===== src/rtl/demux_pkg.sv =====
// Shared constants, state encoding and index decode for demux1to32_stream.
package demux_pkg;

    localparam int unsigned NUM_DEST = 32;
    localparam int unsigned SEL_W    = 5;

    typedef enum logic {
        EMPTY = 1'b0,
        FULL  = 1'b1
    } state_t;

    function automatic logic [NUM_DEST-1:0] onehot(input logic [SEL_W-1:0] sel);
        onehot      = '0;
        onehot[sel] = 1'b1;
    endfunction

endpackage


===== src/rtl/demux1to32_stream_sat_cnt16.sv =====
// 16-bit saturating event counter; only built when DEMUX_DROP_CNT_EN is defined.
`ifdef DEMUX_DROP_CNT_EN
module sat_cnt16 (
    input  logic        clk,
    input  logic        rst,
    input  logic        inc,
    output logic [15:0] count
);

    always_ff @(posedge clk) begin
        if (rst) begin
            count <= '0;
        end else if (inc && (count != '1)) begin
            count <= count + 16'd1;
        end
    end

endmodule
`endif


===== src/rtl/demux1to32_stream.sv =====
// One-word stream demultiplexer to 32 destinations with per-destination enable.
// Optional DEMUX_DROP_CNT_EN adds a saturating drop_cnt output.
module demux1to32_stream
    import demux_pkg::*;
#(
    parameter int unsigned DATA_WIDTH = 32
) (
    input  logic                  clk,
    input  logic                  rst,
    input  logic                  in_valid,
    output logic                  in_ready,
    input  logic [DATA_WIDTH-1:0] in_data,
    input  logic [SEL_W-1:0]      in_sel,
    input  logic [NUM_DEST-1:0]   dest_en,
    output logic [NUM_DEST-1:0]   out_valid,
    input  logic [NUM_DEST-1:0]   out_ready,
    output logic [DATA_WIDTH-1:0] out_data,
    output logic                  drop
`ifdef DEMUX_DROP_CNT_EN
    ,
    output logic [15:0]           drop_cnt
`endif
);

    state_t           state;
    logic [SEL_W-1:0] hsel;
    logic             accept;
    logic             load;
    logic             complete;

    // A FULL slot frees itself this cycle when its destination is ready.
    assign in_ready = (state == EMPTY) || out_ready[hsel];
    assign accept   = in_valid && in_ready;
    assign load     = accept && dest_en[in_sel];
    assign complete = (state == FULL) && out_ready[hsel];

    always_ff @(posedge clk) begin
        if (rst) begin
            state     <= EMPTY;
            hsel      <= '0;
            out_data  <= '0;
            out_valid <= '0;
            drop      <= 1'b0;
        end else begin
            drop <= accept && !dest_en[in_sel];
            if (load) begin
                state     <= FULL;
                hsel      <= in_sel;
                out_data  <= in_data;
                out_valid <= onehot(in_sel);
            end else if (complete) begin
                state     <= EMPTY;
                out_valid <= '0;
            end
        end
    end

`ifdef DEMUX_DROP_CNT_EN
    sat_cnt16 u_drop_cnt (
        .clk   (clk),
        .rst   (rst),
        .inc   (drop),
        .count (drop_cnt)
    );
`endif

endmodule


===== config.mk =====
export PLATFORM = sky130hd
export DESIGN_NAME = demux1to32_stream
export DESIGN_NICKNAME = d
export VERILOG_FILES = /design/src/rtl/demux_pkg.sv /design/src/rtl/demux1to32_stream_sat_cnt16.sv /design/src/rtl/demux1to32_stream.sv
export SDC_FILE = /design/constraint.sdc
export NUM_CORES = 1
export LEC_CHECK = 0
export BUFFER_PORTS_ARGS = -buffer_cell sky130_fd_sc_hd__buf_2
export CAP_MARGIN = 20
export CORE_UTILIZATION = 42
export CTS_BUF_LIST = sky130_fd_sc_hd__clkbuf_4 sky130_fd_sc_hd__clkbuf_8
export CTS_CLUSTER_DIAMETER = 40
export DETAILED_ROUTE_END_ITERATION = 8
export HOLD_SLACK_MARGIN = 0.05
export PLACE_DENSITY_LB_ADDON = 0.2
export SYNTH_ARGS = -nofsm -noshare
export SYNTH_HDL_FRONTEND = slang
export SYNTH_HIERARCHICAL = 1
export SYNTH_SLANG_ARGS = --single-unit

===== constraint.sdc =====
create_clock -name clk -period 2.6 [get_ports clk]
set_clock_uncertainty 0.1 [all_clocks]
set_input_delay 0.52 -clock clk [delete_from_list [all_inputs] [get_ports clk]]
set_output_delay 0.52 -clock clk [all_outputs]
set_load 0.02 [all_outputs]

== Yosys cells after proc, flatten, opt, wreduce, memory -nomap -nowiden ==
Index checks and enable logic that the tools add are counted.
Operators by class
  order comparisons: 3
  muxes and demuxes: 10
  reductions and logical operators: 8
  bitwise logic cells: 1
Operators by type and width (number)
  $mux W32: 2
  $lt A5 B6 Y1 const B: 2
  $bmux W1 S5: 2
  $demux W1 S5: 1
  $ge A5 B1 Y1 const B: 1
  $logic_and A1 B1 Y1: 5
  $mux W1: 5
  $reduce_bool A2 Y1: 1
  $logic_not A1 Y1: 1
  $logic_or A1 B1 Y1: 1
  $not A1 Y1: 1
Storage, ports and cells
  logic and storage cells: 27
  register bits: 71
  output and inout bits: 66

== Depth between registers and ports, before layout ==
  depth in word-level cells: 6
  depth in mapped cells: 11
  gate-level depth less buffers: 7

== Worst setup path after synthesis ==
Ideal clock, no wire load.
  path type: input port to flip-flop
  from: input in_sel[0]
  to: register out_data[10]
  slack: 0.116 ns
  buffers on the path: 3
  arrival time: 2.256 ns
  cell stages on the path: 9
  required time: 2.372 ns
  path through: buf_6 mux4_1 a22oi_1 nand4_2 o311ai_4 buf_8 buf_12 mux2i_1 nor2_1
Between the ends
  word-level cells in the longest chain between the ends: 3
Ends and longest elaborated chain
  start, declared: RTL line demux1to32_stream.sv:13  | input logic [SEL_W-1:0] in_sel,
  $bmux W1 S5: RTL line demux1to32_stream.sv:34  | assign load = accept && dest_en[in_sel];
  $mux W1 (not written as such): RTL line demux1to32_stream.sv:34
  $logic_and A1 B1 Y1: RTL line demux1to32_stream.sv:34
  end signal, assigned: RTL line demux1to32_stream.sv:49  | out_data <= in_data;
  end, declared: RTL line demux1to32_stream.sv:17  | output logic [DATA_WIDTH-1:0] out_data,
Every way passes these cells. The select of a mux whose other input is x is not followed.
A chain may end at the register's enable or synchronous reset.

== Worst setup path in the final report ==
  from: register hsel[1]
  to: output in_ready
Between the ends
  word-level cells in the longest chain between the ends: 3
Ends and longest elaborated chain
  start, declared: RTL line demux1to32_stream.sv:26  | logic [SEL_W-1:0] hsel;
  start signal, assigned: RTL line demux1to32_stream.sv:48  | hsel <= in_sel;
  $bmux W1 S5: RTL line demux1to32_stream.sv:32  | assign in_ready = (state == EMPTY) || out_ready[hsel];
  $mux W1 (not written as such): RTL line demux1to32_stream.sv:32
  $logic_or A1 B1 Y1: RTL line demux1to32_stream.sv:32
  end, declared: RTL line demux1to32_stream.sv:11  | output logic in_ready,
Every way passes these cells. The select of a mux whose other input is x is not followed.

==> impl_metrics.py <==
metrics = {
    "global_routing": {
        "grt_start_max_net_pins": 37,
        "globalRoute.totalOverflow": 0,
        "grt_antenna_before_repair": 0,
        "wire_length_of_the_first_global_routing_pass_mm": 11.56,
        "grt_usage": 0.1955,
        "via_count_of_the_first_global_routing_pass": 2460,
    },
    "cts": {
        "clk-insertion-delay-late_ns": 0.34,
        "cts_hold_repair.buffers": 0,
        "ctsHtreeMaxLevel": 3,
        "clkTransAtPathRegs_ns": 0.07,
        "clock-root-buffer": "clkbuf_8",
        "cts_max_path_buffers": 2,
        "cts_tree": "yes",
        "tritoncts_num_sinks": 71,
        "numCtsBuffers": 9,
    },
    "cells_and_area": {
        "postLayoutCoreUtil": 0.6211,
        "diodes": 0,
        "commonest_non_fill_non_tap_cells_in_the_layout": "168 x buf_2, 70 x dfxtp_1, 52 x mux2i_1",
        "area_delta_synth_final_pct": 43.93,
        "n_fill_cell": 634,
        "regArea_sq_mm": 0.001425,
        "layout.nets": 561,
        "layout_commonest_cell": "buf_2",
        "finish.cell_count_without_fillers": 560,
        "layout-drive-gt1-share": 0.4837,
        "multi_input_comb_area_sq_mm": 0.001569,
    },
    "floorplanning": {
        "floorplan.die.width_microns": 88.09,
        "initial_cell_density_of_the_core": 0.4315,
        "core_region_area_sq_mm": 0.007214,
        "io_pins": 170,
        "die_area_sq_mm": 0.007760,
        "rows": 31,
        "die_height_microns": 88.09,
    },
    "sta": {
        "period_share": 0.9758,
        "timing.final.hold_violations": 0,
        "maxSlewViolCount": 0,
        "clock.fmax_mhz": 394.2,
        "rsz_0062_raised_after_global_routing": "true",
        "timing_worst_slew_pin_value_ns": 0.6612,
        "fin_crit_ns": 2.537,
        "slew_headroom": 0.5582,
        "setup-violations-final": 0,
    },
    "routing": {
        "ant_nets": 0,
        "route.vias.total": 2794,
        "drt_iter0_markers": 90,
        "post_drt_wl_per_cell_microns": 13.90,
        "routed_wirelength_mm": 7.785,
        "drt-vias-per-instance": 4.989,
        "drt_first_pass_iters": 4,
        "drcViolationCount": 0,
    },
    "pwr": {
        "ir_drop_uv": 342.6,
        "power.leakage_nw": 2.334,
        "total_power_w": 0.002743,
        "cellPowerDensity_mw_per_mm2": 612.1,
    },
    "run_status": {
        "outcome": "finished clean",
    },
    "worst_setup_path": {
        "path_max_fanout": 5,
        "critPathBufInv": 2,
        "arrival_ns": 1.92,
        "slowest_delay_ns": 0.41,
        "cp_slowest_cell": "dfxtp_4",
        "cp-start-kind": "flip-flop",
        "criticalPathCategory": "reg2out",
        "crit_required_ns": 1.98,
        "cell_family_contributing_the_most_delay_on_the_critical_path": "simple AND/OR/NAND/NOR gates",
        "critical_path_sink_type": "output pin",
        "crit_chain": "buf_12 > mux2i_2 > a22oi_1 > nand3_1 > nand2_2 > or3_4 > buf_6",
    },
    "synth": {
        "post_synth_inst_count": 269,
        "synth-warning-count": 6,
        "synth_area_leader_cell": "dfxtp_1",
        "syn_nets": 373,
        "ys_types": 32,
        "synth.area.top_cells": "dfxtp_1 46%, mux2i_1 17%, a22o_1 9.0%",
        "syn_area_per_cell_sq_um": 11.57,
        "yosysSeqAreaShare": 0.4566,
        "netlist_area_sq_mm": 0.003113,
        "synth-seq-cells": 71,
        "share_of_the_synthesized_area_in_the_top_cell_type": 0.4566,
    },
    "placed_design": {
        "count_of_input_and_output_buffers": 169,
        "dpl.hpwl_mm": 5.793,
        "place.gp.congestion": 0.7364,
        "dp.cells": 541,
    },
    "job": {
        "drv.max_cap_violation_count": 0,
    },
    "hold_path": {
        "hp-class": "in2reg",
    },
}
sequential cells by signal, indices dropped and copies added (netlist names):
| signal | cells |
|---|---|
| out_data | 32 |
| out_valid | 32 |
| state | 1 |
| drop | 1 |
| hsel | 5 |
synthesized netlist by cell type:
master	instances
a211oi_1	1
a21oi_1	4
a22o_1	32
a22oi_1	8
and2_1	1
and3_1	1
and3b_1	3
buf_12	3
buf_2	2
buf_6	5
buf_8	1
clkbuf_1	6
dfxtp_1	71
inv_1	1
mux2i_1	53
mux4_1	7
mux4_2	1
nand2_1	8
nand2b_1	2
nand3_1	4
nand4_2	1
nor2_1	39
nor2b_1	2
nor3_1	1
nor3_4	1
nor3b_1	3
nor4_2	1
nor4b_2	2
nor4bb_1	2
o21a_1	1
o311ai_4	1
or3_1	1
report_power, final:
group	internal, W	switching [W]
clock network	0.000660	0.000411
registers	0.00113	0.0000273
logic	0.000252	0.000259
per-layer routing:
layer  vias up  wire (microns)  track usage
li1       1381               -            -
met1      1290            3352       0.2433
met2       115            3824       0.3228
met3         8             510      0.05561
met4         0              97      0.07331
met5         -               0            0
cell type report:
type | count | area share
sequential | 71 | 0.3181
timing repair buffer | 194 | 0.2488
clock inverter | 5 | 0.02374
clock buffer | 10 | 0.03072
inverter | 1 | 0.0008378
tap | 99 | 0.02765
multi-input combinational | 180 | 0.3502
final timing paths:
kind         slack [ns]  cells after the start          start       endpoint
max                0.06                      7        hsel[1]       in_ready
min                0.31                      3    in_data[13]   out_data[13]
max reg2reg        0.17                      9        hsel[1]        hsel[1]
min reg2reg        0.38                      1  out_valid[21]  out_valid[21]
worst register-to-register path, delay by kind of cell (launching register included):
kind | cells | cell delay [ns]
buf+inv | 2 | 0.40
compound gates | 2 | 0.73
flops | 1 | 0.41
mux | 2 | 0.42
simple gates | 3 | 0.26
stage by stage:
| stage | area [sq um] | setup TNS (ns) | hold WS, ns | worst slack (ns) |
|---|---|---|---|---|
| after detailed placement | 4114 | -9.930 | 0.3585 | -0.1964 |
| final | 4481 | 0 | 0.3111 | 0.06296 |
| after floorplan | 3113 | 0 | 0.4170 | 0.1161 |
| after global routing | 4481 | -0.006989 | 0.3036 | -0.006989 |
| after global placement | 4114 | -7.512 | 0.3559 | -0.1613 |
| after CTS | 4431 | 0 | 0.2963 | 0.01388 |
cells by family (layout without fill, tap and decap cells):
logic type	Yosys count	after routing	synth area share
and+or+nand+nor	72	72	0.1238
muxes	61	61	0.2367
AOI/OAI and AO/OA	47	47	0.1290
buffers and inverters	18	210	0.05386
DFF	71	71	0.4566
timing repair:
| action | 4_1_cts | 5_1_grt |
|---|---|---|
| setup buffers | 1 | 1 |
| gates cloned | 1 | 1 |
| pin swaps | 2 | 5 |
| resized for setup | 10 | 4 |
| endpoints found under the setup margin | 17 | 16 |
Note: power is estimated with default switching activity, not from simulation.
